--- config.mk ---
export PLATFORM = sky130hd
export DESIGN_NAME = hub75_scan_datapath_flat
export DESIGN_NICKNAME = d
export VERILOG_FILES = /design/src/rtl/hub75_scan_datapath_if.sv /design/src/rtl/hub75_scan_datapath.sv /design/src/flat_wrapper.sv
export SDC_FILE = /design/constraint.sdc
export NUM_CORES = 1
export LEC_CHECK = 0
export CAP_MARGIN = 10
export CORE_MARGIN = 10
export CORE_UTILIZATION = 47
export DETAILED_ROUTE_END_ITERATION = 6
export PLACE_DENSITY = 0.84
export SETUP_SLACK_MARGIN = 0.15
export SYNTH_ARGS = -nofsm -noshare
export SYNTH_HDL_FRONTEND = slang
export SYNTH_SLANG_ARGS = --single-unit
--- constraint.sdc ---
create_clock -name i_clk -period 3.3 [get_ports i_clk]
set_clock_uncertainty 0.05 [all_clocks]
set_input_delay 0.66 -clock i_clk [delete_from_list [all_inputs] [get_ports i_clk]]
set_output_delay 0.66 -clock i_clk [all_outputs]
set_load 0.02 [all_outputs]
--- src/rtl/hub75_scan_datapath_if.sv ---
// rtl/hub75_scan_datapath_if.sv - framebuffer read bus and panel pixel/row lines of the HUB75 scan datapath
//
// Purpose: bundles the RAM read port and the panel-side outputs of the scan datapath.
// Signals:
//   o_mem_addr   {row, col} framebuffer read address
//   o_mem_rd     read strobe for o_mem_addr
//   i_mem_data   RAM read data, one cycle after o_mem_rd ([5:3] upper rgb, [2:0] lower rgb)
//   o_data_r/g/b {upper, lower} colour bits towards the panel
//   o_pix_valid  o_data_* carry a new pixel this cycle
//   o_row_addr   panel row select
//   o_frame_done one-cycle pulse on row wrap
// Modports: master = datapath side, slave = RAM/panel side.
interface hub75_scan_datapath_if #(
  parameter int ROW_W = 4,
  parameter int COL_W = 6
);
  logic [ROW_W+COL_W-1:0] o_mem_addr;
  logic                   o_mem_rd;
  logic [5:0]             i_mem_data;
  logic [1:0]             o_data_r;
  logic [1:0]             o_data_g;
  logic [1:0]             o_data_b;
  logic                   o_pix_valid;
  logic [ROW_W-1:0]       o_row_addr;
  logic                   o_frame_done;

  modport master (
    output o_mem_addr, o_mem_rd,
    input  i_mem_data,
    output o_data_r, o_data_g, o_data_b, o_pix_valid,
    output o_row_addr, o_frame_done
  );

  modport slave (
    input  o_mem_addr, o_mem_rd,
    output i_mem_data,
    input  o_data_r, o_data_g, o_data_b, o_pix_valid,
    input  o_row_addr, o_frame_done
  );
endinterface

--- src/rtl/hub75_scan_datapath.sv ---
// rtl/hub75_scan_datapath.sv - HUB75 scan datapath: column fetch, pixel pipeline and row address
//
// Purpose: turns the display FSM's column/row strobes into framebuffer reads, pipelines the
// returned pixel into the dual-half RGB lines and drives the panel row select.
// Ports:
//   i_clk, i_rst_n  clock (rising edge) and asynchronous active-low reset
//   addColumns      fetch next column while high (level)
//   rstColumns      clear column counter, wins over addColumns
//   addRow          advance row on its rising edge
//   compColumns     all COLS pixels fetched and the pipeline has drained
//   bus             read bus and panel outputs (hub75_scan_datapath_if.master)
module hub75_scan_datapath #(
  parameter int COLS  = 64,
  parameter int COL_W = 6,
  parameter int ROWS  = 16,
  parameter int ROW_W = 4
) (
  input  logic i_clk,
  input  logic i_rst_n,
  input  logic addColumns,
  input  logic rstColumns,
  input  logic addRow,
  output logic compColumns,
  hub75_scan_datapath_if.master bus
);

  localparam logic [COL_W:0]   LP_COLS    = (COL_W+1)'(COLS);
  localparam logic [ROW_W-1:0] LP_ROW_MAX = ROW_W'(ROWS-1);

  // Column counter is one bit wider than the address so it can saturate at COLS.
  logic [COL_W:0]   r_col;
  logic [ROW_W-1:0] r_row;
  logic             r_rd_pend;
  logic             r_addrow_d;
  logic [1:0]       r_data_r;
  logic [1:0]       r_data_g;
  logic [1:0]       r_data_b;
  logic             r_pix_valid;
  logic             r_frame_done;

  logic w_col_avail;
  logic w_mem_rd;
  logic w_row_step;

  assign w_col_avail = (r_col < LP_COLS);
  assign w_mem_rd    = addColumns & ~rstColumns & w_col_avail;
  assign w_row_step  = addRow & ~r_addrow_d;

  // Row is sampled before its increment, so a fetch coinciding with an addRow edge
  // still reads the old row.
  assign bus.o_mem_addr   = {r_row, r_col[COL_W-1:0]};
  assign bus.o_mem_rd     = w_mem_rd;
  assign bus.o_data_r     = r_data_r;
  assign bus.o_data_g     = r_data_g;
  assign bus.o_data_b     = r_data_b;
  assign bus.o_pix_valid  = r_pix_valid;
  assign bus.o_row_addr   = r_row;
  assign bus.o_frame_done = r_frame_done;

  // Held low until reads in flight have left the pipeline, so the FSM never blanks
  // before the last pixel has been shifted out.
  assign compColumns = (r_col == LP_COLS) & ~r_rd_pend & ~r_pix_valid;

  always_ff @(posedge i_clk or negedge i_rst_n) begin
    if (!i_rst_n) begin
      r_col <= '0;
    end else if (rstColumns) begin
      r_col <= '0;
    end else if (addColumns && w_col_avail) begin
      r_col <= r_col + 1'b1;
    end
  end

  // rstColumns does not cancel a read already issued; it only stops new ones.
  always_ff @(posedge i_clk or negedge i_rst_n) begin
    if (!i_rst_n) begin
      r_rd_pend   <= 1'b0;
      r_pix_valid <= 1'b0;
      r_data_r    <= '0;
      r_data_g    <= '0;
      r_data_b    <= '0;
    end else begin
      r_rd_pend   <= w_mem_rd;
      r_pix_valid <= r_rd_pend;
      if (r_rd_pend) begin
        r_data_r <= {bus.i_mem_data[5], bus.i_mem_data[2]};
        r_data_g <= {bus.i_mem_data[4], bus.i_mem_data[1]};
        r_data_b <= {bus.i_mem_data[3], bus.i_mem_data[0]};
      end
    end
  end

  always_ff @(posedge i_clk or negedge i_rst_n) begin
    if (!i_rst_n) begin
      r_addrow_d   <= 1'b0;
      r_row        <= '0;
      r_frame_done <= 1'b0;
    end else begin
      r_addrow_d   <= addRow;
      r_frame_done <= w_row_step && (r_row == LP_ROW_MAX);
      if (w_row_step) begin
        r_row <= (r_row == LP_ROW_MAX) ? '0 : r_row + 1'b1;
      end
    end
  end

endmodule
--- src/flat_wrapper.sv ---
// flat-port wrapper written by rule: the top's interface ports become plain ports
module hub75_scan_datapath_flat 
#(
  parameter int COLS  = 64,
  parameter int COL_W = 6,
  parameter int ROWS  = 16,
  parameter int ROW_W = 4
)
  (i_clk, i_rst_n, addColumns, rstColumns, addRow, compColumns, bus_o_mem_addr, bus_o_mem_rd, bus_i_mem_data, bus_o_data_r, bus_o_data_g, bus_o_data_b, bus_o_pix_valid, bus_o_row_addr, bus_o_frame_done);
  hub75_scan_datapath_if #(.ROW_W(ROW_W), .COL_W(COL_W)) bus_i ();
  input  logic i_clk;
  input  logic i_rst_n;
  input  logic addColumns;
  input  logic rstColumns;
  input  logic addRow;
  output logic compColumns;
  output wire logic [$bits(bus_i.o_mem_addr)-1:0] bus_o_mem_addr;
  output wire logic [$bits(bus_i.o_mem_rd)-1:0] bus_o_mem_rd;
  input wire logic [$bits(bus_i.i_mem_data)-1:0] bus_i_mem_data;
  output wire logic [$bits(bus_i.o_data_r)-1:0] bus_o_data_r;
  output wire logic [$bits(bus_i.o_data_g)-1:0] bus_o_data_g;
  output wire logic [$bits(bus_i.o_data_b)-1:0] bus_o_data_b;
  output wire logic [$bits(bus_i.o_pix_valid)-1:0] bus_o_pix_valid;
  output wire logic [$bits(bus_i.o_row_addr)-1:0] bus_o_row_addr;
  output wire logic [$bits(bus_i.o_frame_done)-1:0] bus_o_frame_done;
  assign bus_o_mem_addr = bus_i.o_mem_addr;
  assign bus_o_mem_rd = bus_i.o_mem_rd;
  assign bus_i.i_mem_data = bus_i_mem_data;
  assign bus_o_data_r = bus_i.o_data_r;
  assign bus_o_data_g = bus_i.o_data_g;
  assign bus_o_data_b = bus_i.o_data_b;
  assign bus_o_pix_valid = bus_i.o_pix_valid;
  assign bus_o_row_addr = bus_i.o_row_addr;
  assign bus_o_frame_done = bus_i.o_frame_done;
  hub75_scan_datapath #(.COLS(COLS), .COL_W(COL_W), .ROWS(ROWS), .ROW_W(ROW_W)) u_core (.i_clk(i_clk), .i_rst_n(i_rst_n), .addColumns(addColumns), .rstColumns(rstColumns), .addRow(addRow), .compColumns(compColumns), .bus(bus_i));
endmodule
# --- Word-level counts from Yosys, hierarchy flattened ---
# Index checks and enable logic that the tools add are counted.
totals:
  ff_bits: 21
  latchBits: 0
  ram_bits: 0
  romBits: 0
  in_bits: 11
  out_inout_bits: 24
  word_cells: 29
  mem_count: 0
op_classes:
  addsub: 2
  n_mul: 0
  n_div: 0
  n_lt_le_gt_ge: 1
  n_eq_ne: 2
  shift: 0
  n_mux: 3
  bitwise: 9
  reduce_logical: 3
op_table:
  columns: ["cell", "n"]
  rows:
  - ["7-bit two-way mux", 2]
  - ["7-bit by 1-bit adder with 7-bit output, second input constant", 1]
  - ["7-bit equality test, second input constant", 1]
  - ["7-bit < comparator, second input constant", 1]
  - ["1-bit AND", 5]
  - ["4-bit by 1-bit adder with 4-bit output, second input constant", 1]
  - ["4-bit equality test, second input constant", 1]
  - ["4-bit two-way mux", 1]
  - ["1-bit NOT", 4]
  - ["1-bit logical AND", 2]
  - ["2-bit nonzero test", 1]

# --- Depth between registers and ports, before layout ---
logic_depth:
  word_depth: 4
  depth_mapped: 4
  depth_no_buf: 4

# --- Worst setup path before layout ---
# No wires, ideal clock.
synth_timing:
  path_kind: "register to output"
  from: "reg u_core.r_col[2]"
  to: "out compColumns"
  arrival_ps: 1338
  required_time_ps: 2590
  slack_ps: 1252
  path_stages_with_launch: 3
  cell_sequence: "dfrtp_1 -> or4_1 -> nor4_2"
synth_via:
  elab_chain_len: 3
synth_lines:
  columns: ["element", "line_no", "rtl"]
  rows:
  - ["start, declared", "hub75_scan_datapath.sv:31", "logic [COL_W:0] r_col;"]
  - ["start signal, assigned", "hub75_scan_datapath.sv:70", "r_col <= r_col + 1'b1;"]
  - ["7-bit equality test", "hub75_scan_datapath.sv:62", "assign compColumns = (r_col == LP_COLS) & ~r_rd_pend & ~r_pix_valid;"]
  - ["1-bit AND (2 in a row)", "hub75_scan_datapath.sv:62", null]
  - ["end, declared", "flat_wrapper.sv:16", "output logic compColumns;"]
# Every way passes these cells.

# --- Worst setup path in the final report ---
layout_timing:
  from: "in addColumns"
  to: "out bus_o_mem_rd"
layout_via:
  elab_chain_len: 2
layout_lines:
  columns: ["element", "line_no", "rtl"]
  rows:
  - ["start, declared", "flat_wrapper.sv:13", "input logic addColumns;"]
  - ["1-bit AND (2 in a row)", "hub75_scan_datapath.sv:46", "assign w_mem_rd = addColumns & ~rstColumns & w_col_avail;"]
  - ["end, declared", "flat_wrapper.sv:18", "output wire logic [$bits(bus_i.o_mem_rd)-1:0] bus_o_mem_rd;"]
# Every way passes these cells.

==> results_dict.tcl <==
set metrics [dict create \
    status "complete, no violations" \
    die_x_um 66.41 \
    synth_cell_types 28 \
    layout_min_cycle_time_ns 2.967 \
    cts_hold_buf 0 \
    r2r_start "u_core.r_col[6]" \
    avgSynthCellArea_um2 11.77 \
    clk_latency_ns 0.30 \
    io_buffers 34 \
    firstDrtPassIters 4 \
    drt_iter0_markers 12 \
    final.setup.tns_ns 0 \
    nets 128 \
    crit_type "input port to primary output" \
    post-cts-setup-buffers 0 \
    clock_path_buffers 2 \
    hold_start "u_core.bus.o_data_g[1]" \
    gp_congestion 0.8402 \
    antenna_left 0 \
    start_kind "input port" \
    hold_path_depth 1 \
    dominantRegCellSynth "dfrtp_1" \
    fp.coreArea_um2 2002 \
    via_count 708 \
    rows 16 \
    slew-limit-headroom_pct 38.29 \
    wl_um 2152 \
    critPathSlowestCell "clkdlybuf4s50_1" \
    ctsResizeCount 0 \
    yosysWarnings 0 \
    r2r_end "u_core.r_col[4]" \
    area_growth_pct 32.26 \
    r2r_cells 4 \
    synth_top_area_share_pct 51.92 \
    synth_area_leaders "dfrtp_1, buf_4, mux2_2" \
    grt_pass1_vias 776 \
    peakVddDrop_mv 0.4641 \
    required_ns 2.59 \
    powerDensity_nw_per_um2 543.4 \
    worst_slack_ns 0.3325 \
    pin_count 35 \
    yosysSeqAreaShare_pct 51.92 \
    ctsRootBufferMaster "clkbuf_4" \
    synthTopCellsByCount "dfrtp_1, buf_4, mux2_2, nor2_1, nor2b_1" \
    placed_area_um2 1311 \
    end_kind "primary output" \
    syn_area_um2 1012 \
    die-area_um2 4410 \
    grt_first_pass_wirelength_um 3505 \
    leakagePower_nw 0.5781 \
    hold_viol 0 \
    cts_tree "done" \
    max_stage_delay_ns 0.67 \
    cts_buffers 3 \
    routed_via_density 5.057 \
    diodes 0 \
    fmax_mhz 337.0 \
    totalPowerFinal_uw 727.5 \
    netlist_instances 86 \
    setup-violations-final 0 \
    fp.dieH_um 66.41 \
    maxSlewViolCount 0 \
    cts_sinks 21 \
    clk_pin_slew_ns 0.11 \
    holdWs_ns 0.4664 \
    maxCapViolations 0 \
    fin_crit_sh_pct 89.92 \
    h-tree-depth 1 \
    fin_cells 140 \
    crit_chain "clkdlybuf4s50_1 -> nor2b_1 -> nor2b_1 -> clkdlybuf4s50_1" \
    async_flop_share_pct 100.0 \
    drc 0 \
    final_core_util_pct 66.88 \
    grt_antenna_before_repair 0 \
    start_util_pct 50.56 \
    hp-class "register to register" \
    worstPathMaxFanout 2 \
    reg2reg_slack_ns 1.88 \
    worstMarginPinSlew_ns 0.9227 \
    rsz0062_at_grt "no" \
    placed_cells 136 \
    drive_gt1_share_pct 14.16 \
    grt_use_total_pct 10.27 \
    synth_area_leader_cell "dfrtp_1" \
    gr-total-overflow 0 \
    synth_edf_count 0 \
    hold_path_end "u_core.bus.o_data_g[1]" \
    synthesis.nets 100 \
    cp.arrival_ns 2.26 \
    synth_most_common_cell "dfrtp_1" \
    dp_worst_setup_slack_ns 0.3338 \
    hpwl_um 1661 \
    fin_area_um2 1339 \
    grt_max_degree 22 \
    wl_per_cell_um 15.37 \
    synth-seq-cells 21 \
]
critical path, delay by kind of cell:
kind | cells | cell delay (ns)
buffers and inverters | 2 | 1.15
and+or+nand+nor | 2 | 0.44
report_power, final:
group | internal (mW) | switching [mW]
combinational | 0.142 | 0.131
sequential | 0.293 | 0.0437
clock | 0.0452 | 0.0727
total | 0.480 | 0.248
worst max-delay path by stage:
stage,start,endpoint,slack (ns),depth (start not counted)
detailed placement,addColumns,bus_o_mem_rd,0.33,4
finish,addColumns,bus_o_mem_rd,0.33,4
floorplan,u_core.r_col[2],compColumns,1.25,2
global placement,addColumns,bus_o_mem_rd,0.41,4
global route,addColumns,bus_o_mem_rd,0.23,4
CTS,addColumns,bus_o_mem_rd,0.31,4
registers in the layout, summed over array words and instances, names as in the netlist:
register                 flops
u_core.bus.o_row_addr        4
u_core.bus.o_data_b          2
u_core.r_addrow_d            1
u_core.r_rd_pend             1
u_core.bus.o_data_r          2
u_core.bus.o_data_g          2
u_core.r_col                 7
u_core.bus.o_pix_valid       1
u_core.bus.o_frame_done      1
per-layer routing:
| layer | part of all wire [%] | track usage, % |
|---|---|---|
| met1 | 39 | 10.36 |
| met2 | 45 | 16.63 |
| met3 | 15 | 6.610 |
| met4 | 0.56 | 3.927 |
| met5 | 0 | 0 |
final cells by class:
cell class                 instances  area, um^2
fill                             161       663.1
sequential                        21       525.5
multi-input combinational         49       385.4
timing repair buffer              36       355.3
tap                               27       33.78
clock buffer                       3       22.52
inverter                           3       11.26
clock inverter                     1       5.005
cells in the final DEF (no fill, tap or decap):
cell type / count
clkbuf_4: 3
nor2_1: 7
or4_1: 1
xor2_1: 1
o31ai_1: 1
nand2b_1: 1
clkinv_2: 1
mux2_4: 1
dfrtp_1: 21
buf_4: 2
nand4_1: 2
nor3b_1: 1
mux2i_1: 1
xnor2_1: 2
o21ai_0: 1
clkdlybuf4s50_1: 34
mux2_2: 7
ha_1: 3
o22ai_1: 1
and3_1: 1
mux2_1: 2
and4_4: 1
inv_1: 3
nand2_1: 2
nor2b_1: 5
nand3b_1: 4
nor4_2: 1
a21oi_1: 1
a21o_1: 1
nand3_1: 1
cells by family (layout without fill, tap and decap cells):
| kind of cell | after synthesis | count (layout) | share of synthesized area [%] |
|---|---|---|---|
| and+or+nand+nor | 27 | 27 | 16.19 |
| DFF | 21 | 21 | 51.92 |
| buffers and inverters | 16 | 43 | 10.01 |
| muxes | 11 | 11 | 12.48 |
| AOI/OAI and AO/OA | 5 | 5 | 3.090 |
| adders and majority gates | 3 | 3 | 3.709 |
| xor gates and xnor gates | 3 | 3 | 2.596 |
No activity file was read; power rests on OpenSTA's default activity.
